File: src/rtl/exu_alu_mdu.sv
// exu_alu_mdu -- MIPS execute stage: forwarding muxes, single-cycle ALU and
// an iterative multiply/divide unit that owns the HI/LO registers.
//
// Optional feature: define EXU_DIV_EN to build the restoring divider (DIVU).
// Without it, code 0101 is a single-cycle op with result 0.
//
// Ports:
//   clk, rst          rising-edge clock, synchronous active-high reset
//   flush             kills the op in EX, including an in-flight mul/div
//   in_valid          op present in ID/EX
//   alu_control[3:0]  operation select
//   alu_src           operand B = imm (only on forward_b path 00)
//   rs_data, rt_data  ID/EX register operands
//   imm               sign-extended immediate
//   forward_a/b[1:0]  00 register, 01 wb_data, 10 exmem_data, 11 as 00
//   wb_data           MEM/WB writeback value
//   exmem_data        EX/MEM ALU result
//   stall             combinational: issue cycle of mul/div and all RUN cycles
//   out_valid         registered result valid (one-cycle pulse per op)
//   result, zero      registered result and result==0 flag
//   hi, lo            HI/LO registers
//
// Handshake: an op is accepted when in_valid is high, flush is low and the
// FSM is IDLE. Upstream holds ID/EX stable while stall is high; in_valid is
// ignored in RUN and DONE. Each accepted op produces exactly one out_valid
// pulse unless flushed or reset.
module exu_alu_mdu #(
  parameter int WIDTH = 32,
  localparam int SHW = $clog2(WIDTH)
) (
  input  logic             clk,
  input  logic             rst,
  input  logic             flush,
  input  logic             in_valid,
  input  logic [3:0]       alu_control,
  input  logic             alu_src,
  input  logic [WIDTH-1:0] rs_data,
  input  logic [WIDTH-1:0] rt_data,
  input  logic [WIDTH-1:0] imm,
  input  logic [1:0]       forward_a,
  input  logic [1:0]       forward_b,
  input  logic [WIDTH-1:0] wb_data,
  input  logic [WIDTH-1:0] exmem_data,
  output logic             stall,
  output logic             out_valid,
  output logic [WIDTH-1:0] result,
  output logic             zero,
  output logic [WIDTH-1:0] hi,
  output logic [WIDTH-1:0] lo
);

  localparam logic [3:0] OP_AND   = 4'b0000;
  localparam logic [3:0] OP_OR    = 4'b0001;
  localparam logic [3:0] OP_ADD   = 4'b0010;
  localparam logic [3:0] OP_XOR   = 4'b0011;
  localparam logic [3:0] OP_MULTU = 4'b0100;
  localparam logic [3:0] OP_SUB   = 4'b0110;
  localparam logic [3:0] OP_SLT   = 4'b0111;
  localparam logic [3:0] OP_SLL   = 4'b1001;
  localparam logic [3:0] OP_SRL   = 4'b1010;
  localparam logic [3:0] OP_SRA   = 4'b1011;
  localparam logic [3:0] OP_NOR   = 4'b1100;
  localparam logic [3:0] OP_MFHI  = 4'b1101;
  localparam logic [3:0] OP_MFLO  = 4'b1110;
`ifdef EXU_DIV_EN
  localparam logic [3:0] OP_DIVU  = 4'b0101;
`endif

  typedef enum logic [1:0] {IDLE, RUN, DONE} state_t;

  state_t             state_q, state_d;
  logic [SHW-1:0]     cnt_q;
  logic [2*WIDTH-1:0] acc_q;    // mul: {partial hi, multiplier/lo}; div: {rem, dividend/quotient}
  logic [WIDTH-1:0]   opd_q;    // multiplicand or divisor
  logic [WIDTH-1:0]   op_a, op_b, alu_out;
  logic [SHW-1:0]     shamt;
  logic               is_md, accept, start_md, last_step;
  logic [2*WIDTH-1:0] step_acc, step_nxt;
  logic [WIDTH-1:0]   step_opd;
  logic [WIDTH:0]     mul_sum;
`ifdef EXU_DIV_EN
  logic               div_q, step_div, div_ge;
  logic [WIDTH:0]     div_trial;
  logic [WIDTH-1:0]   div_rem;
`endif

  // Forwarding muxes; imm only replaces rt_data on the non-forwarded path.
  always_comb begin
    case (forward_a)
      2'b01:   op_a = wb_data;
      2'b10:   op_a = exmem_data;
      default: op_a = rs_data;
    endcase
    case (forward_b)
      2'b01:   op_b = wb_data;
      2'b10:   op_b = exmem_data;
      default: op_b = alu_src ? imm : rt_data;
    endcase
  end

  assign shamt = op_a[SHW-1:0];

  always_comb begin
    alu_out = '0;
    case (alu_control)
      OP_AND:  alu_out = op_a & op_b;
      OP_OR:   alu_out = op_a | op_b;
      OP_XOR:  alu_out = op_a ^ op_b;
      OP_NOR:  alu_out = ~(op_a | op_b);
      OP_ADD:  alu_out = op_a + op_b;
      OP_SUB:  alu_out = op_a - op_b;
      OP_SLT:  alu_out = {{(WIDTH-1){1'b0}}, $signed(op_a) < $signed(op_b)};
      OP_SLL:  alu_out = op_b << shamt;
      OP_SRL:  alu_out = op_b >> shamt;
      OP_SRA:  alu_out = $signed(op_b) >>> shamt;
      OP_MFHI: alu_out = hi;
      OP_MFLO: alu_out = lo;
      default: alu_out = '0;
    endcase
  end

`ifdef EXU_DIV_EN
  assign is_md = (alu_control == OP_MULTU) || (alu_control == OP_DIVU);
`else
  assign is_md = (alu_control == OP_MULTU);
`endif
  assign accept    = (state_q == IDLE) && in_valid && !flush;
  assign start_md  = accept && is_md;
  assign last_step = (state_q == RUN) && (cnt_q == SHW'(1));
  assign stall     = start_md || (state_q == RUN);

  // One iteration of shift-add / restoring division. The first iteration runs
  // on the issue edge straight from the operands, so WIDTH iterations fit in
  // the issue edge plus WIDTH-1 RUN edges.
  always_comb begin
    step_acc = acc_q;
    step_opd = opd_q;
`ifdef EXU_DIV_EN
    step_div = div_q;
`endif
    if (state_q == IDLE) begin
      step_acc = {{WIDTH{1'b0}}, op_b};
      step_opd = op_a;
`ifdef EXU_DIV_EN
      step_div = (alu_control == OP_DIVU);
      if (alu_control == OP_DIVU) begin
        step_acc = {{WIDTH{1'b0}}, op_a};
        step_opd = op_b;
      end
`endif
    end
    mul_sum  = {1'b0, step_acc[2*WIDTH-1:WIDTH]} + (step_acc[0] ? {1'b0, step_opd} : '0);
    step_nxt = {mul_sum, step_acc[WIDTH-1:1]};
`ifdef EXU_DIV_EN
    // Remainder always fits WIDTH bits after the subtract decision, so the
    // subtraction can be done modulo 2^WIDTH. Divisor 0 yields all-ones
    // quotient and remainder = dividend without special casing.
    div_trial = {step_acc[2*WIDTH-1:WIDTH], step_acc[WIDTH-1]};
    div_ge    = div_trial >= {1'b0, step_opd};
    div_rem   = div_ge ? (div_trial[WIDTH-1:0] - step_opd) : div_trial[WIDTH-1:0];
    if (step_div) step_nxt = {div_rem, step_acc[WIDTH-2:0], div_ge};
`endif
  end

  always_comb begin
    state_d = state_q;
    case (state_q)
      IDLE:    if (start_md) state_d = RUN;
      RUN:     if (cnt_q == SHW'(1)) state_d = DONE;
      DONE:    state_d = IDLE;
      default: state_d = IDLE;
    endcase
    if (flush) state_d = IDLE;
  end

  always_ff @(posedge clk) begin
    if (rst) state_q <= IDLE;
    else     state_q <= state_d;
  end

  always_ff @(posedge clk) begin
    if (rst) begin
      cnt_q <= '0;
      acc_q <= '0;
      opd_q <= '0;
`ifdef EXU_DIV_EN
      div_q <= 1'b0;
`endif
    end else if (start_md) begin
      cnt_q <= SHW'(WIDTH - 1);
      acc_q <= step_nxt;
      opd_q <= step_opd;
`ifdef EXU_DIV_EN
      div_q <= step_div;
`endif
    end else if (state_q == RUN) begin
      cnt_q <= cnt_q - SHW'(1);
      acc_q <= step_nxt;
    end
  end

  always_ff @(posedge clk) begin
    if (rst) begin
      result    <= '0;
      zero      <= 1'b0;
      out_valid <= 1'b0;
      hi        <= '0;
      lo        <= '0;
    end else begin
      out_valid <= 1'b0;
      zero      <= 1'b0;
      if (!flush) begin
        if (last_step) begin
          hi        <= step_nxt[2*WIDTH-1:WIDTH];
          lo        <= step_nxt[WIDTH-1:0];
          result    <= step_nxt[WIDTH-1:0];
          zero      <= (step_nxt[WIDTH-1:0] == '0);
          out_valid <= 1'b1;
        end else if (accept && !is_md) begin
          result    <= alu_out;
          zero      <= (alu_out == '0);
          out_valid <= 1'b1;
        end
      end
    end
  end

endmodule

File: config.mk
export PLATFORM = sky130hd
export DESIGN_NAME = exu_alu_mdu
export DESIGN_NICKNAME = d
export VERILOG_FILES = /design/src/rtl/exu_alu_mdu.sv
export SDC_FILE = /design/constraint.sdc
export NUM_CORES = 1
export LEC_CHECK = 0
export ABC_AREA = 1
export CORE_MARGIN = 3
export CORE_UTILIZATION = 45
export CTS_BUF_LIST = sky130_fd_sc_hd__clkbuf_16
export DETAILED_ROUTE_END_ITERATION = 16
export PLACE_DENSITY_LB_ADDON = 0.3
export RECOVER_POWER = 100
export SKIP_CTS_REPAIR_TIMING = 1
export SKIP_LAST_GASP = 1
export SLEW_MARGIN = 10
export SYNTH_ARGS = -nofsm -noshare
export SYNTH_HDL_FRONTEND = slang
export SYNTH_SLANG_ARGS = --single-unit
File: constraint.sdc
create_clock -name clk -period 4.6 [get_ports clk]
set_input_delay 1.15 -clock clk [delete_from_list [all_inputs] [get_ports clk]]
set_output_delay 1.15 -clock clk [all_outputs]
set_load 0.05 [all_outputs]
* Word-level counts from Yosys, hierarchy flattened
Cells that the tools add are included.
** Storage, ports and cells
- Register bits :: 201
- Bits in latches :: 0
- Bits in writable memories :: 0
- Memory bits (read-only) :: 0
- Input port bits :: 173
- Output and inout port bits :: 99
- Memories :: 0
** Operators by class
- Add/sub/neg operators :: 4
- Multipliers :: 0
- Divide/modulo/power cells :: 0
- Order comparisons :: 1
- Equal/unequal tests :: 20
- Shift-type cells :: 3
- Mux-type cells :: 20
- Bitwise logic cells :: 5
- Reduce and logical (&&, ||, !) cells :: 18
** Operators with widths (count)
- 32-bit case mux with 12 select lines :: 1
- 64-bit 2-to-1 mux :: 3
- 32-bit 2-to-1 mux :: 5
- 32-bit case mux with 2 select lines :: 2
- 32-bit zero test :: 2
- 32-bit by 32-bit adder with 33-bit output :: 1
- 32-bit adder :: 1
- 32-bit bitwise AND :: 1
- 32-bit < comparator :: 1
- 32-bit inverter :: 1
- 32-bit OR :: 1
- 32-bit by 5-bit << shifter with 32-bit output :: 1
- 32-bit by 5-bit >> shifter with 32-bit output :: 1
- 32-bit by 5-bit >>> shifter with 32-bit output :: 1
- 32-bit subtractor :: 1
- 32-bit XOR :: 1
- 4-bit equality test, second input constant :: 6
- 4-bit by 3-bit equality test with 1-bit output, second input constant :: 3
- 5-bit 2-to-1 mux :: 2
- 4-bit by 2-bit equality test with 1-bit output, second input constant :: 2
- 2-bit by 1-bit equality test with 1-bit output, second input constant :: 3
- 2-bit AND reduction :: 3
- 5-bit by 1-bit equality test with 1-bit output, second input constant :: 1
- 1-bit logical AND :: 5
- other kinds (15) :: 22

* Longest topological paths before layout
Gate-level depths: netlist of run 1.
- Word-level depth :: 8
- Mapped depth :: 32
- Mapped depth without buffers :: 29

* Worst setup path after synthesis of run 1
OpenSTA, ideal clock, no wires.
- Path type :: input-to-reg
- Start point :: in forward_a[0]
- End point :: reg hi[26]
- Setup time :: 0.109 ns
- Arrival time :: 4.770 ns
- Data required time :: 4.491 ns
- Path slack :: -0.279 ns
- Stages :: 26
- Cells stage by stage :: inv_1 > ha_1 > buf_6 > inv_2 > buf_6 > nand2_1 > nand2_1 > inv_2 > clkbuf_1 > clkbuf_1 > nand2_1 > o21ai_0 > nor2_1 > ha_1 > a21oi_1 > a21boi_1 > o21ai_1 > a21boi_0 > o21ai_1 > a21boi_0 > o21ai_1 > a21oi_1 > or2_2 > nand3_1 > nand2_1 > inv_1
** Between the ends
- Longest elaborated chain between the ends :: 5
** RTL lines
- start, declared :: line 40 : input logic [1:0] forward_a,
- 2-bit equality test or 2-bit by 1-bit equality test with 1-bit output (tied branches) :: line 89 : case (forward_a)
- 32-bit case mux with 2 select lines * :: line 89
- 32-bit 2-to-1 mux * :: line 141 : if (state_q == IDLE) begin
- 32-bit 2-to-1 mux * :: line 152 : mul_sum = {1'b0, step_acc[2*WIDTH-1:WIDTH]} + (step_acc[0] ? {1'b0, step_opd} : '0);
- 32-bit by 32-bit adder with 33-bit output * :: line 152
- end signal, assigned :: line 214 : hi <= step_nxt[2*WIDTH-1:WIDTH];
- end, declared :: line 48 : output logic [WIDTH-1:0] hi,
Mark *: on every way between the ends. The rest lies on a longest branch, timed or not.
A chain may end at the register's enable or synchronous reset.

* Worst setup path after layout of run 1
- Start point :: in alu_control[0]
- End point :: out stall
** Between the ends
- Longest elaborated chain between the ends :: 3
** RTL lines
- start, declared :: line 35 : input logic [3:0] alu_control,
- 4-bit by 3-bit equality test with 1-bit output :: line 125 : assign is_md = (alu_control == OP_MULTU);
- 1-bit logical AND :: line 128 : assign start_md = accept && is_md;
- 1-bit logical OR :: line 130 : assign stall = start_md || (state_q == RUN);
- end, declared :: line 44 : output logic stall,
Every way passes these cells.

==> run metrics, run 1 <==
post-synth cell types 59; Placed Cells incl. Taps 5338; Syn Nets 4180; root buffer cell clkbuf_16; Post-route DRC 0; Vias 31484; final cycle utilization of the critical path 1.00; vias in the first global route 28680; post-synthesis cell area 22100 µm²; Slew Limit Fails 86; total routed wirelength 124000 µm; Crit Path Class input port to output pin; Yosys reg bits 201; ys async rst share 0; crit-path max cell delay 660 ps; ratio of cells with drive above 1 in the final layout 0.222; Crit path buffers/inverters 4; Num CTS Buffers 23; Synth Warn # 0; GRT Util Overall 0.458; Iteration-0 DRC Markers 4165; crit path launch type input port; Req. time, crit path 3450 ps; H-tree depth 1; pre-CTS WS -974 ps; clock skew 15.3 ps; IO buf count 271; logic gate share of total power 0.619; Fill cells 4549; Clock transition at path regs 60 ps; Min Hold Slack 453 ps; row count 80; Critical Path Sink Type output pin; Slew HR -0.0442; most frequent cells in the layout nand2_1, buf_4, nand3_1; Yosys top cell by area dfxtp_1; Peak Freq 217 MHz; clock latency on the worst-skew pair 540 ps; global route overflow 0; via/cell ratio 5.83; slowest CP cell dlygate4sd3_1; Die Ht 228 µm; Switch Pwr 0.00423 W; initial antenna violation count 10; sequential group share of total power 0.190; number of synthesized flops with an enable pin 0; Worst IR Drop VDD 309 µV; worst-path fanout max 12; static leakage 16.4 nW; RePlAce Congestion 1.13; Tightest Hold Check Type flip-flop to flip-flop; most common cell after layout, fill and taps aside nand2_1; post-route cell area 32400 µm²; Die X 228 µm; Die ar. 51800 µm²; Fin. Hold Viols 0; DP HPWL 99700 µm; internal power 0.00519 W; core region area 48100 µm²; antenna-violating nets left 0; io pins 272; clock power share 0.191; Synth top area share 0.182; PD cells 291 nW/µm²; crit path cell chain dlygate4sd3_1 -> nor2_1 -> buf_4 -> nand2_1 -> nor2_4 -> nor2_4 -> inv_2 -> buf_4; Tmin final 4610 ps; non-filler instance count after layout 5396; top cells by area, synth dfxtp_1, nand2_1, nand3_1, ha_1, o21ai_0; outcome finished, violations left; starting density of the core 0.459; Final #Nets 5041; worst slew pin tran 1570 ps; Syn Inst Count 3858; Max clock buf depth 3; delay-heaviest family, CP buffers and inverters; CTS Sinks 201; Power Total 0.00942 W; CTS tree built; DR WL/cell 22.9 µm; Critical Path AT 3460 ps; # Max-Cap Violations 1; reg2reg setup slack 550 ps; drt pass-1 iters 6; area grow syn2layout 46.6%; first-pass GRT wire length 177000 µm; failing checks capacitance limit, slew limit, setup timing; Sw Ratio 0.449; register area share after synthesis 0.182; Worst Setup Slack, final -5.70 ps; largest net degree at the start of global routing 100; final setup fails 1; Main synth FF type dfxtp_1; dpl cell area 30700 µm²; syn_area_per_cell 5.73 µm²
-- path summary, 6_finish.rpt --
path | startpoint | end | depth (start not counted)
worst min register to register | acc_q[35] | acc_q[35] | 2
worst min-delay path | acc_q[35] | acc_q[35] | 2
worst max register to register | state_q[0] | acc_q[59] | 22
worst max-delay path | alu_control[0] | stall | 8
-- cell families after synthesis --
logic type,count (synthesis),synth area share
adders and majority gates,149,0.0854
buffers and inverters,633,0.116
xor gates and xnor gates,24,0.00952
and+or+nand+nor,2002,0.389
DFF,201,0.182
AOI/OAI and AO/OA,849,0.219
-- cells in the mapped netlist (all sizes together) (12+ instances only) --
cell type	count
nand2	993
nand3	592
inv	409
o21ai	345
a21oi	319
nor2	298
dfxtp	201
ha	146
clkbuf	144
buf	76
o211ai	66
nor3	40
nand4	37
or2	29
a221o	21
xor2	13
o22ai	12
-- sequential cells by signal, indices dropped and copies added, names as in the netlist --
signal and count:
acc_q 64, hi 32, lo 32, opd_q 32
result 32, cnt_q 5, state_q 2, out_valid 1
zero 1
-- final cells by class --
cell class | instances | area, µm² | share of cell area
tap | 656 | 821 | 0.0253
inverter | 413 | 1560 | 0.0481
clock buffer | 23 | 576 | 0.0178
sequential | 201 | 4020 | 0.124
multi-input combinational | 3024 | 16300 | 0.505
clock inverter | 18 | 149 | 0.00460
timing repair buffer | 1056 | 8910 | 0.275
antenna | 5 | 12.5 | 0.000386
-- layer usage --
metal | wire length (µm) | GRT usage | up-vias | part of all wire
li1 | - | - | 14643 | -
met1 | 46900 | 0.566 | 14545 | 0.38
met2 | 51600 | 0.687 | 1851 | 0.42
met3 | 14500 | 0.134 | 437 | 0.12
met4 | 10700 | 0.311 | 8 | 0.087
met5 | 45 | 0 | - | 0.00036
-- power groups by stage --
stage                     Sequential (W)  Combinational, W  Clock [W]
after global routing             0.00179           0.00617    0.00188
after CTS                        0.00179           0.00533    0.00180
after floorplan                  0.00188           0.00248          0
final                            0.00179           0.00583    0.00180
after detailed placement         0.00183           0.00531          0
after global placement           0.00182           0.00530          0
-- worst reg2reg max path, stage by stage (launching register included) --
cell and delay (ps):
dfxtp_1 380, nor2_4 60, inv_1 340, nand2_1 330
o21ai_2 170, buf_4 130, inv_1 50, buf_4 170
buf_4 160, nor2_1 100, ha_1 280, a21oi_1 170
a21boi_2 220, o21ai_2 100, buf_4 140, nand3_1 170
nand3_1 160, nand2_1 90, o211ai_1 150, or2_2 330
nand3_1 80, o211ai_1 110, inv_1 100
-- per-stage QoR --
stage / TNS (ps) / util
final: -5.70 / 0.673
after CTS: -10160 / 0.653
after floorplan: 0 / -
after detailed placement: -47690 / 0.638
after global placement: -42570 / 0.638
after global routing: -33.4 / 0.672
Power figures use the tool's default switching activity.
==> inputs of run 2 (changes only) <==
Settings changed: CORE_UTILIZATION 45 to 40.
==> run metrics, run 2 (same netlist as run 1, synthesis figures left out) <==
outcome finished, violations left; failing checks capacitance limit, slew limit; Tightest Hold Check Type flip-flop to flip-flop; core region area 54200 µm²; most frequent cells in the layout nand2_1, buf_4, nand3_1; Post-route DRC 0; GRT Util Overall 0.438; CTS Sinks 201; CTS tree built; FF-to-FF Start state_q[1]; row count 85; PD cells 296 nW/µm²; Fin. Hold Viols 0; Worst IR Drop VDD 460 µV; starting density of the core 0.407; largest register by flop count acc_q; static leakage 16.8 nW; root buffer cell clkbuf_16; final setup fails 0; H-tree depth 1; # Max-Cap Violations 2; Req. time, crit path 3450 ps; HP Start acc_q[34]; dpl cell area 31400 µm²; Critical Path AT 3410 ps; total routed wirelength 133000 µm; Fill cells 5445; Die X 241 µm; crit path cell chain dlygate4sd3_1 -> nor2_2 -> nand2_1 -> clkbuf_1 -> nor2_4 -> nor2_1 -> inv_2 -> buf_12; clock latency on the worst-skew pair 550 ps; Critical Path Sink Type output pin; most common cell after layout, fill and taps aside nand2_1; Iteration-0 DRC Markers 3794; drt pass-1 iters 9; Clock transition at path regs 60 ps; IO buf count 271; Slew Limit Fails 62; antenna-violating nets left 0; Die Ht 241 µm; initial antenna violation count 7; via/cell ratio 5.74; final cycle utilization of the critical path 0.991; area grow syn2layout 51.2%; global route overflow 0; first-pass GRT wire length 187000 µm; Max clock buf depth 3; crit path launch type input port; crit-path max cell delay 650 ps; clock skew 17.2 ps; Tmin final 4560 ps; largest net degree at the start of global routing 141; worst slew pin tran 1710 ps; RePlAce Congestion 1.12; vias in the first global route 28997; io pins 272; Final #Nets 5121; Vias 31672; DR WL/cell 24.1 µm; ratio of cells with drive above 1 in the final layout 0.244; Slew HR -0.139; slowest CP cell dlygate4sd3_1; Num CTS Buffers 23; DP HPWL 108000 µm; Peak Freq 219 MHz; Die ar. 58100 µm²; CP Launch Point alu_control[0]; post-route cell area 33400 µm²; Crit Path Class input port to output pin; worst-path fanout max 5; setup tns final 0 ps; final core occ 0.616; max reg flops 64
[run 2: changes by cell type in the layout (fill, tap and decap cells not counted), sizes merged]
cell,delta
clkdlybuf4s50,+1
dlymetal6s2s,-1
bufinv,+2
clkbuf,+2
inv,-3
clkinv,-2
buf,+78
clkinvlp,+2
[run 2: power breakdown]
part / internal, W / switching [W] / total (W)
sequential: 0.00177 / 0.0000144 / 0.00179
clock: 0.00114 / 0.000793 / 0.00194
combinational: 0.00255 / 0.00362 / 0.00617
[run 2: layout make-up]
class | instances | area, µm² | share of cell area
Antenna cell | 5 | 12.5 | 0.000375
Inverter | 413 | 1560 | 0.0468
Sequential cell | 201 | 4020 | 0.120
Clock inverter | 17 | 208 | 0.00622
Timing Repair Buffer | 1136 | 9620 | 0.288
Tap cell | 696 | 871 | 0.0261
Multi-Input combinational cell | 3024 | 16500 | 0.495
Clock buffer | 23 | 576 | 0.0172
[run 2: metal layers]
| layer | vias to the layer above | track usage | part of all wire |
|---|---|---|---|
| met5 | - | 0 | 0 |
| met4 | 0 | 0.280 | 0.081 |
| met3 | 403 | 0.0959 | 0.11 |
| met2 | 1818 | 0.668 | 0.42 |
| met1 | 14662 | 0.560 | 0.39 |
| li1 | 14789 | - | - |
[run 2: stage by stage]
step           worst slack (ps)  total power (W)  std cells  hold WS, ps
2_1_floorplan              6.04          0.00436       3858          430
3_3_place_gp              -1020          0.00743       5452          441
3_5_place_dp              -1030          0.00742       5452          448
4_1_cts                    -494          0.00935       5492          458
5_1_grt                   -62.9           0.0103       5512          480
6_report                   41.9          0.00990       5515          454
[run 2: critical path, delay by kind of cell]
family                 cells  cell delay, ps
and+or+nand+nor            4            1030
buffers and inverters      4            1200
[run 2: worst paths after layout]
path              cells after the start        end  slack, ps
setup reg to reg                     23     hi[19]        720
hold reg to reg                       2  acc_q[34]        450
setup / recovery                      8      stall         40
hold / removal                        2  acc_q[34]        450
